<file path="config.mk">
export PLATFORM = sky130hd
export DESIGN_NAME = mem_port_arbiter_flat
export DESIGN_NICKNAME = d
export VERILOG_FILES = /design/src/rtl/mem_port_arbiter_pkg.sv /design/src/rtl/mem_port_arbiter_if.sv /design/src/rtl/mem_arb_starve_ctr.sv /design/src/rtl/mem_port_arbiter.sv /design/src/flat_wrapper.sv
export SDC_FILE = /design/constraint.sdc
export NUM_CORES = 1
export LEC_CHECK = 0
export CAP_MARGIN = 0
export CORE_ASPECT_RATIO = 1.4
export CORE_MARGIN = 2
export CORE_UTILIZATION = 35
export CTS_CLUSTER_DIAMETER = 30
export CTS_CLUSTER_SIZE = 25
export DETAILED_ROUTE_END_ITERATION = 10
export GPL_TIMING_DRIVEN = 1
export PLACE_DENSITY = 0.71
export SLEW_MARGIN = 20
export SYNTH_ARGS = -nofsm -noshare
export SYNTH_HDL_FRONTEND = slang
export SYNTH_SLANG_ARGS = --single-unit
</file>
<file path="constraint.sdc">
create_clock -name i_clk -period 5.3 [get_ports i_clk]
set_clock_uncertainty 0.15 [all_clocks]
set_input_delay 1.06 -clock i_clk [delete_from_list [all_inputs] [get_ports i_clk]]
set_output_delay 1.06 -clock i_clk [all_outputs]
set_load 0.03 [all_outputs]
</file>
<file path="src/rtl/mem_port_arbiter_pkg.sv">
// Shared types and defaults for the unified-memory port arbiter.
// Holds the FSM state encoding, the owner encoding and the default bus widths.
package mem_port_arbiter_pkg;

  localparam int ADDR_W_DEF     = 32;
  localparam int DATA_W_DEF     = 32;
  localparam int STARVE_MAX_DEF = 4;

  typedef enum logic [1:0] {
    ST_IDLE  = 2'd0,
    ST_ISSUE = 2'd1,
    ST_WAIT  = 2'd2
  } state_e;

  typedef enum logic {
    OWN_IF = 1'b0,
    OWN_D  = 1'b1
  } owner_e;

endpackage

</file>
<file path="src/rtl/mem_port_arbiter_if.sv">
// Fetch, load/store and memory-side handshake bundle for the memory port arbiter.
// slave = arbiter view, master = the surrounding requesters and memory model.
interface mem_port_arbiter_if #(
  parameter int ADDR_W = 32,
  parameter int DATA_W = 32
);
  localparam int MASK_W = DATA_W / 8;

  logic              i_if_req;
  logic [ADDR_W-1:0] i_if_addr;
  logic              o_if_ready;
  logic              o_if_valid;
  logic [DATA_W-1:0] o_if_rdata;

  logic              i_d_req;
  logic              i_d_wen;
  logic [ADDR_W-1:0] i_d_addr;
  logic [DATA_W-1:0] i_d_wdata;
  logic [MASK_W-1:0] i_d_mask;
  logic              o_d_ready;
  logic              o_d_valid;
  logic [DATA_W-1:0] o_d_rdata;

  logic              o_mem_req;
  logic              o_mem_wen;
  logic [ADDR_W-1:0] o_mem_addr;
  logic [DATA_W-1:0] o_mem_wdata;
  logic [MASK_W-1:0] o_mem_mask;
  logic              i_mem_ready;
  logic              i_mem_valid;
  logic [DATA_W-1:0] i_mem_rdata;

  modport slave (
    input  i_if_req, i_if_addr,
    output o_if_ready, o_if_valid, o_if_rdata,
    input  i_d_req, i_d_wen, i_d_addr, i_d_wdata, i_d_mask,
    output o_d_ready, o_d_valid, o_d_rdata,
    output o_mem_req, o_mem_wen, o_mem_addr, o_mem_wdata, o_mem_mask,
    input  i_mem_ready, i_mem_valid, i_mem_rdata
  );

  modport master (
    output i_if_req, i_if_addr,
    input  o_if_ready, o_if_valid, o_if_rdata,
    output i_d_req, i_d_wen, i_d_addr, i_d_wdata, i_d_mask,
    input  o_d_ready, o_d_valid, o_d_rdata,
    input  o_mem_req, o_mem_wen, o_mem_addr, o_mem_wdata, o_mem_mask,
    output i_mem_ready, i_mem_valid, i_mem_rdata
  );

endinterface

</file>
<file path="src/rtl/mem_arb_starve_ctr.sv">
// Counts consecutive data grants taken while a fetch is waiting; force_if once it saturates.
// Zero latency on o_force_if (registered count), no backpressure.
module mem_arb_starve_ctr #(
  parameter int STARVE_MAX = 4
) (
  input  logic i_clk,
  input  logic i_rst,
  input  logic i_d_grant,
  input  logic i_if_grant,
  input  logic i_if_pending,
  output logic o_force_if
);
  localparam int CNT_W = $clog2(STARVE_MAX + 1);
  localparam logic [CNT_W-1:0] CNT_MAX = CNT_W'(STARVE_MAX);

  logic [CNT_W-1:0] cnt_q, cnt_d;

  always_comb begin
    cnt_d = cnt_q;
    if (i_if_grant) begin
      cnt_d = '0;
    end else if (i_d_grant) begin
      if (!i_if_pending) begin
        cnt_d = '0;
      end else if (cnt_q != CNT_MAX) begin
        cnt_d = cnt_q + 1'b1;
      end
    end
  end

  always_ff @(posedge i_clk or posedge i_rst) begin
    if (i_rst) begin
      cnt_q <= '0;
    end else begin
      cnt_q <= cnt_d;
    end
  end

  assign o_force_if = (cnt_q == CNT_MAX);

endmodule

</file>
<file path="src/rtl/mem_port_arbiter.sv">
// Single-outstanding arbiter sharing one memory port between fetch and load/store, data-priority.
// Grant->mem_req 1 cycle, grant->response >= 3 cycles; requesters hold requests while busy.
module mem_port_arbiter
  import mem_port_arbiter_pkg::*;
#(
  parameter int ADDR_W     = ADDR_W_DEF,
  parameter int DATA_W     = DATA_W_DEF,
  parameter int STARVE_MAX = STARVE_MAX_DEF
) (
  input logic               i_clk,
  input logic               i_rst,
  mem_port_arbiter_if.slave bus
);
  localparam int MASK_W = DATA_W / 8;

  state_e            st_q, st_d;
  owner_e            owner_q;
  logic              wen_q;
  logic [ADDR_W-1:0] addr_q;
  logic [DATA_W-1:0] wdata_q;
  logic [MASK_W-1:0] mask_q;
  logic [DATA_W-1:0] if_rdata_q, d_rdata_q;
  logic              if_valid_q, d_valid_q;
  logic              abandon_q;

  logic idle, grant_d, grant_if, force_if;

  // Data wins a contested slot unless fetch has been passed over STARVE_MAX times.
  assign idle     = (st_q == ST_IDLE);
  assign grant_d  = idle && bus.i_d_req && !(bus.i_if_req && force_if);
  assign grant_if = idle && bus.i_if_req && !grant_d;

  mem_arb_starve_ctr #(
    .STARVE_MAX(STARVE_MAX)
  ) u_starve (
    .i_clk       (i_clk),
    .i_rst       (i_rst),
    .i_d_grant   (grant_d),
    .i_if_grant  (grant_if),
    .i_if_pending(bus.i_if_req),
    .o_force_if  (force_if)
  );

  always_ff @(posedge i_clk or posedge i_rst) begin
    if (i_rst) begin
      st_q <= ST_IDLE;
    end else begin
      st_q <= st_d;
    end
  end

  always_comb begin
    st_d = st_q;
    case (st_q)
      ST_IDLE:  if (grant_d || grant_if) st_d = ST_ISSUE;
      ST_ISSUE: if (bus.i_mem_ready)     st_d = ST_WAIT;
      ST_WAIT:  if (bus.i_mem_valid)     st_d = ST_IDLE;
      default:                           st_d = ST_IDLE;
    endcase
  end

  always_ff @(posedge i_clk or posedge i_rst) begin
    if (i_rst) begin
      owner_q    <= OWN_IF;
      wen_q      <= 1'b0;
      addr_q     <= '0;
      wdata_q    <= '0;
      mask_q     <= '0;
      if_rdata_q <= '0;
      d_rdata_q  <= '0;
      if_valid_q <= 1'b0;
      d_valid_q  <= 1'b0;
      abandon_q  <= 1'b1;
    end else begin
      if_valid_q <= 1'b0;
      d_valid_q  <= 1'b0;
      if (grant_if) begin
        owner_q <= OWN_IF;
        wen_q   <= 1'b0;
        addr_q  <= bus.i_if_addr;
        wdata_q <= '0;
        mask_q  <= '1;
      end else if (grant_d) begin
        owner_q <= OWN_D;
        wen_q   <= bus.i_d_wen;
        addr_q  <= bus.i_d_addr;
        wdata_q <= bus.i_d_wdata;
        mask_q  <= bus.i_d_mask;
      end
      // A response left over from a transaction killed by reset is tolerated until the next accept.
      if (st_q == ST_ISSUE && bus.i_mem_ready) begin
        abandon_q <= 1'b0;
      end
      if (st_q == ST_WAIT && bus.i_mem_valid) begin
        if (owner_q == OWN_IF) begin
          if_rdata_q <= bus.i_mem_rdata;
          if_valid_q <= 1'b1;
        end else begin
          if (!wen_q) d_rdata_q <= bus.i_mem_rdata;
          d_valid_q <= 1'b1;
        end
      end
    end
  end

  always_comb begin
    bus.o_if_ready  = grant_if;
    bus.o_d_ready   = grant_d;
    bus.o_if_valid  = if_valid_q;
    bus.o_if_rdata  = if_rdata_q;
    bus.o_d_valid   = d_valid_q;
    bus.o_d_rdata   = d_rdata_q;
    bus.o_mem_req   = (st_q == ST_ISSUE);
    bus.o_mem_wen   = (st_q == ST_ISSUE) && wen_q;
    bus.o_mem_addr  = addr_q;
    bus.o_mem_wdata = wdata_q;
    bus.o_mem_mask  = mask_q;
  end

  mem_rsp_in_window: assert property (@(posedge i_clk) disable iff (i_rst)
    !(bus.i_mem_valid && st_q != ST_WAIT && !abandon_q));

endmodule

</file>
<file path="src/flat_wrapper.sv">
// flat-port wrapper written by rule: the top's interface ports become plain ports
module mem_port_arbiter_flat import mem_port_arbiter_pkg::*;
#(
  parameter int ADDR_W     = ADDR_W_DEF,
  parameter int DATA_W     = DATA_W_DEF,
  parameter int STARVE_MAX = STARVE_MAX_DEF
)
  (i_clk, i_rst, bus_i_if_req, bus_i_if_addr, bus_o_if_ready, bus_o_if_valid, bus_o_if_rdata, bus_i_d_req, bus_i_d_wen, bus_i_d_addr, bus_i_d_wdata, bus_i_d_mask, bus_o_d_ready, bus_o_d_valid, bus_o_d_rdata, bus_o_mem_req, bus_o_mem_wen, bus_o_mem_addr, bus_o_mem_wdata, bus_o_mem_mask, bus_i_mem_ready, bus_i_mem_valid, bus_i_mem_rdata);
  mem_port_arbiter_if #(.ADDR_W(ADDR_W), .DATA_W(DATA_W)) bus_i ();
  input logic i_clk;
  input logic i_rst;
  input wire logic [$bits(bus_i.i_if_req)-1:0] bus_i_if_req;
  input wire logic [$bits(bus_i.i_if_addr)-1:0] bus_i_if_addr;
  output wire logic [$bits(bus_i.o_if_ready)-1:0] bus_o_if_ready;
  output wire logic [$bits(bus_i.o_if_valid)-1:0] bus_o_if_valid;
  output wire logic [$bits(bus_i.o_if_rdata)-1:0] bus_o_if_rdata;
  input wire logic [$bits(bus_i.i_d_req)-1:0] bus_i_d_req;
  input wire logic [$bits(bus_i.i_d_wen)-1:0] bus_i_d_wen;
  input wire logic [$bits(bus_i.i_d_addr)-1:0] bus_i_d_addr;
  input wire logic [$bits(bus_i.i_d_wdata)-1:0] bus_i_d_wdata;
  input wire logic [$bits(bus_i.i_d_mask)-1:0] bus_i_d_mask;
  output wire logic [$bits(bus_i.o_d_ready)-1:0] bus_o_d_ready;
  output wire logic [$bits(bus_i.o_d_valid)-1:0] bus_o_d_valid;
  output wire logic [$bits(bus_i.o_d_rdata)-1:0] bus_o_d_rdata;
  output wire logic [$bits(bus_i.o_mem_req)-1:0] bus_o_mem_req;
  output wire logic [$bits(bus_i.o_mem_wen)-1:0] bus_o_mem_wen;
  output wire logic [$bits(bus_i.o_mem_addr)-1:0] bus_o_mem_addr;
  output wire logic [$bits(bus_i.o_mem_wdata)-1:0] bus_o_mem_wdata;
  output wire logic [$bits(bus_i.o_mem_mask)-1:0] bus_o_mem_mask;
  input wire logic [$bits(bus_i.i_mem_ready)-1:0] bus_i_mem_ready;
  input wire logic [$bits(bus_i.i_mem_valid)-1:0] bus_i_mem_valid;
  input wire logic [$bits(bus_i.i_mem_rdata)-1:0] bus_i_mem_rdata;
  assign bus_i.i_if_req = bus_i_if_req;
  assign bus_i.i_if_addr = bus_i_if_addr;
  assign bus_o_if_ready = bus_i.o_if_ready;
  assign bus_o_if_valid = bus_i.o_if_valid;
  assign bus_o_if_rdata = bus_i.o_if_rdata;
  assign bus_i.i_d_req = bus_i_d_req;
  assign bus_i.i_d_wen = bus_i_d_wen;
  assign bus_i.i_d_addr = bus_i_d_addr;
  assign bus_i.i_d_wdata = bus_i_d_wdata;
  assign bus_i.i_d_mask = bus_i_d_mask;
  assign bus_o_d_ready = bus_i.o_d_ready;
  assign bus_o_d_valid = bus_i.o_d_valid;
  assign bus_o_d_rdata = bus_i.o_d_rdata;
  assign bus_o_mem_req = bus_i.o_mem_req;
  assign bus_o_mem_wen = bus_i.o_mem_wen;
  assign bus_o_mem_addr = bus_i.o_mem_addr;
  assign bus_o_mem_wdata = bus_i.o_mem_wdata;
  assign bus_o_mem_mask = bus_i.o_mem_mask;
  assign bus_i.i_mem_ready = bus_i_mem_ready;
  assign bus_i.i_mem_valid = bus_i_mem_valid;
  assign bus_i.i_mem_rdata = bus_i_mem_rdata;
  mem_port_arbiter #(.ADDR_W(ADDR_W), .DATA_W(DATA_W), .STARVE_MAX(STARVE_MAX)) u_core (.i_clk(i_clk), .i_rst(i_rst), .bus(bus_i));
endmodule
</file>
==> reports/results.ini <==
[clock_tree]
clk_pin_slew_ns=0.06
clock_path_buffers=2
cts_buffers=17
cts_tree=yes
holdBufCountCts=0
clock_tree.root_cell=clkbuf_16
cts_resized=0
clock-sinks=141
htree_levels=4
insertion_delay_ns=0.40
cts_setup_buffers=0

[sta]
relSlewSlack=0.375
worstMarginPinSlew_ns=0.937
fmax_ghz=0.250
whs_ns=0.351
hold_viol_final=0
period_share=0.755
setup_viol=0
slew_viol_final=0
tns_ns=0
rsz0062_at_grt=false
period_needed_ns=4.00

[hold_path]
hold_class=flip-flop to flip-flop

[critical_path]
path_max_fanout=33
critPathArrivalTime_ns=2.79
path_buf_inv=3
crit_path_start_kind=input pin
crit_required_ns=4.09
ff2ff_setup_slack_ns=2.65
cpMostUsedCell=clkdlybuf4s50_1
cp_top_family=buffers and inverters
endpoint_kind=output port
crit_slowest_cell=clkdlybuf4s50_1
max_stage_delay_ns=0.59
path_cells=clkdlybuf4s50_1 > a21boi_2 > buf_4 > nor2_1 > clkdlybuf4s50_1
path_class=input pin to output port

[placement]
place.gp.congestion=0.785
dp_hpwl_mm=11.6
port-buffer-count=276
placed_area_mm2=0.00862

[floorplanning]
pin_count=277
start_util=0.357
core_area_mm2=0.0161
rows=55
fp.dieH_um=156
die_w_um=112
die_area_mm2=0.0175

[detailed_routing]
ant_nets=0
vias_per_cell=5.16
drc=0
drt_first_pass_iters=4
wl_per_cell_um=19.0
drt_first_iter_violations=244
wl_mm=16.2
vias=4390

[finish]
area.growth.synth_to_final_pct=60.4
stdcell_area_mm2=0.00923
antenna_cells=0
nFillCells=1279
drive_gt1_frac=0.174
nNetsFinal=779

[power_and_ir_drop]
peakVddDrop_v=0.000386
leakagePower_nw=4.01
powerDensity_mw_per_mm2=662

[synthesis]
ys_types=34
synth_area_mm2=0.00575
synth_xor_area_frac=0.00152
synth_top_area_cell=dfrtp_1
syn_area_per_cell_um2=15.6
ys_top_cells_by_area=dfrtp_1 61%, mux2_4 7.8%, mux2_2 6.7%
syn_inst=368
yosys_warnings=0
synth_compound_area_frac=0.124
syn_nets=509
yosys.area_share.adder=0.00435
synth-seq-area-share=0.613
synth_top_family_by_area=multiplexers
ys_ff_latch=141
yosys.area_share.simple=0.0729
yosys.area.top_type_share=0.613
muxShareOfSynthArea=0.145

[grt]
grt_pass1_wl_mm=25.7
grt_usage=0.186
gr-total-overflow=0
grt_max_degree=86
antenna_found_initial=1
grt_pass1_vias=4769

[run_status]
status=finished clean

[run]
drv_cap=0

[layer usage]
layer  track usage  share of wire  vias to the layer above
met5             0        0.00074                        -
met4        0.0772          0.024                        2
met3        0.0497          0.066                       28
met2         0.318           0.52                      189
met1         0.221           0.39                     2201
li1              -              -                     1970
[path summary, 6_finish.rpt]
kind                                             from                         end  depth (start not counted)
min                        u_core.bus.o_mem_wdata[30]  u_core.bus.o_mem_wdata[30]                          1
min reg2reg                u_core.bus.o_mem_wdata[30]  u_core.bus.o_mem_wdata[30]                          1
max reg2reg                            u_core.st_q[1]    u_core.bus.o_mem_addr[5]                          5
min in group asynchronous                       i_rst  u_core.bus.o_mem_wdata[10]                          2
max in group asynchronous                       i_rst   u_core.bus.o_mem_addr[22]                          3
max                                       bus_i_d_req              bus_o_if_ready                          5
[power by group]
part | switching [mW] | internal (mW)
registers | 0.284 | 1.56
clock network | 0.507 | 0.712
logic | 1.64 | 1.41
total | 2.43 | 3.68
[cells in the mapped netlist (all sizes together)]
| master | n |
|---|---|
| o21a | 1 |
| a22o | 34 |
| inv | 5 |
| and4b | 33 |
| o21ai | 2 |
| xor2 | 1 |
| nand3 | 2 |
| and4bb | 1 |
| or2b | 1 |
| a221o | 32 |
| a21o | 1 |
| o22a | 4 |
| a21boi | 1 |
| and2 | 1 |
| a32o | 1 |
| buf | 22 |
| clkbuf | 10 |
| nand2 | 3 |
| nor2b | 1 |
| dfrtp | 141 |
| mux2 | 64 |
| o22ai | 2 |
| nor2 | 3 |
| ha | 2 |
[per-stage QoR]
stage	util	instances	worst slack (ns)	power, mW
final	0.573	850	1.30	6.11
after global routing	0.573	850	1.20	6.40
after CTS	0.573	850	1.28	6.18
after detailed placement	0.536	818	1.29	4.94
after global placement	0.536	818	1.32	4.87
after floorplan	-	368	0.309	3.63
[final cells by class]
cell class              count  area, µm²  share of cell area
clock buffers              17        425              0.0461
clock inverters            15        180              0.0195
inverters                   5       23.8             0.00258
multi-input cells         190       2010               0.218
flip-flops and latches    141       3530               0.382
well taps                 199        249              0.0270
repair buffers            283       2810               0.305
[worst register-to-register path, stage by stage, from the launching register on]
cell	delay, ns
dfrtp_1	0.44
nor2_4	0.60
nand3_2	0.35
inv_2	0.17
buf_4	0.60
a221o_1	0.30
[cell usage in the layout, fill, tap and decap left out, drive strengths merged, types with 3 or more instances in the layout]
cell,synthesis,layout
mux2,64,64
a221o,32,32
inv,5,12
clkbuf,10,17
buf,22,8
nor2,3,3
nand2,3,3
dfrtp,141,141
clkdlybuf4s50,0,275
clkinv,0,4
o22a,4,4
a22o,34,34
and4b,33,33
[state kept, by name (all words and copies together) (netlist names), 2 cells and up]
name / count
u_core.u_starve.cnt_q: 3
u_core.bus.o_mem_wdata: 32
u_core.bus.o_if_rdata: 32
u_core.bus.o_d_rdata: 32
u_core.bus.o_mem_mask: 4
u_core.st_q: 2
u_core.bus.o_mem_addr: 32
[logic make-up after synthesis]
family	Yosys count
muxes	64
adders and majority gates	2
and+or+nand+nor	45
xor gates and xnor gates	1
AOI/OAI and AO/OA	78
buffers and inverters	37
DFF	141
(Power assumes the default switching activity.)
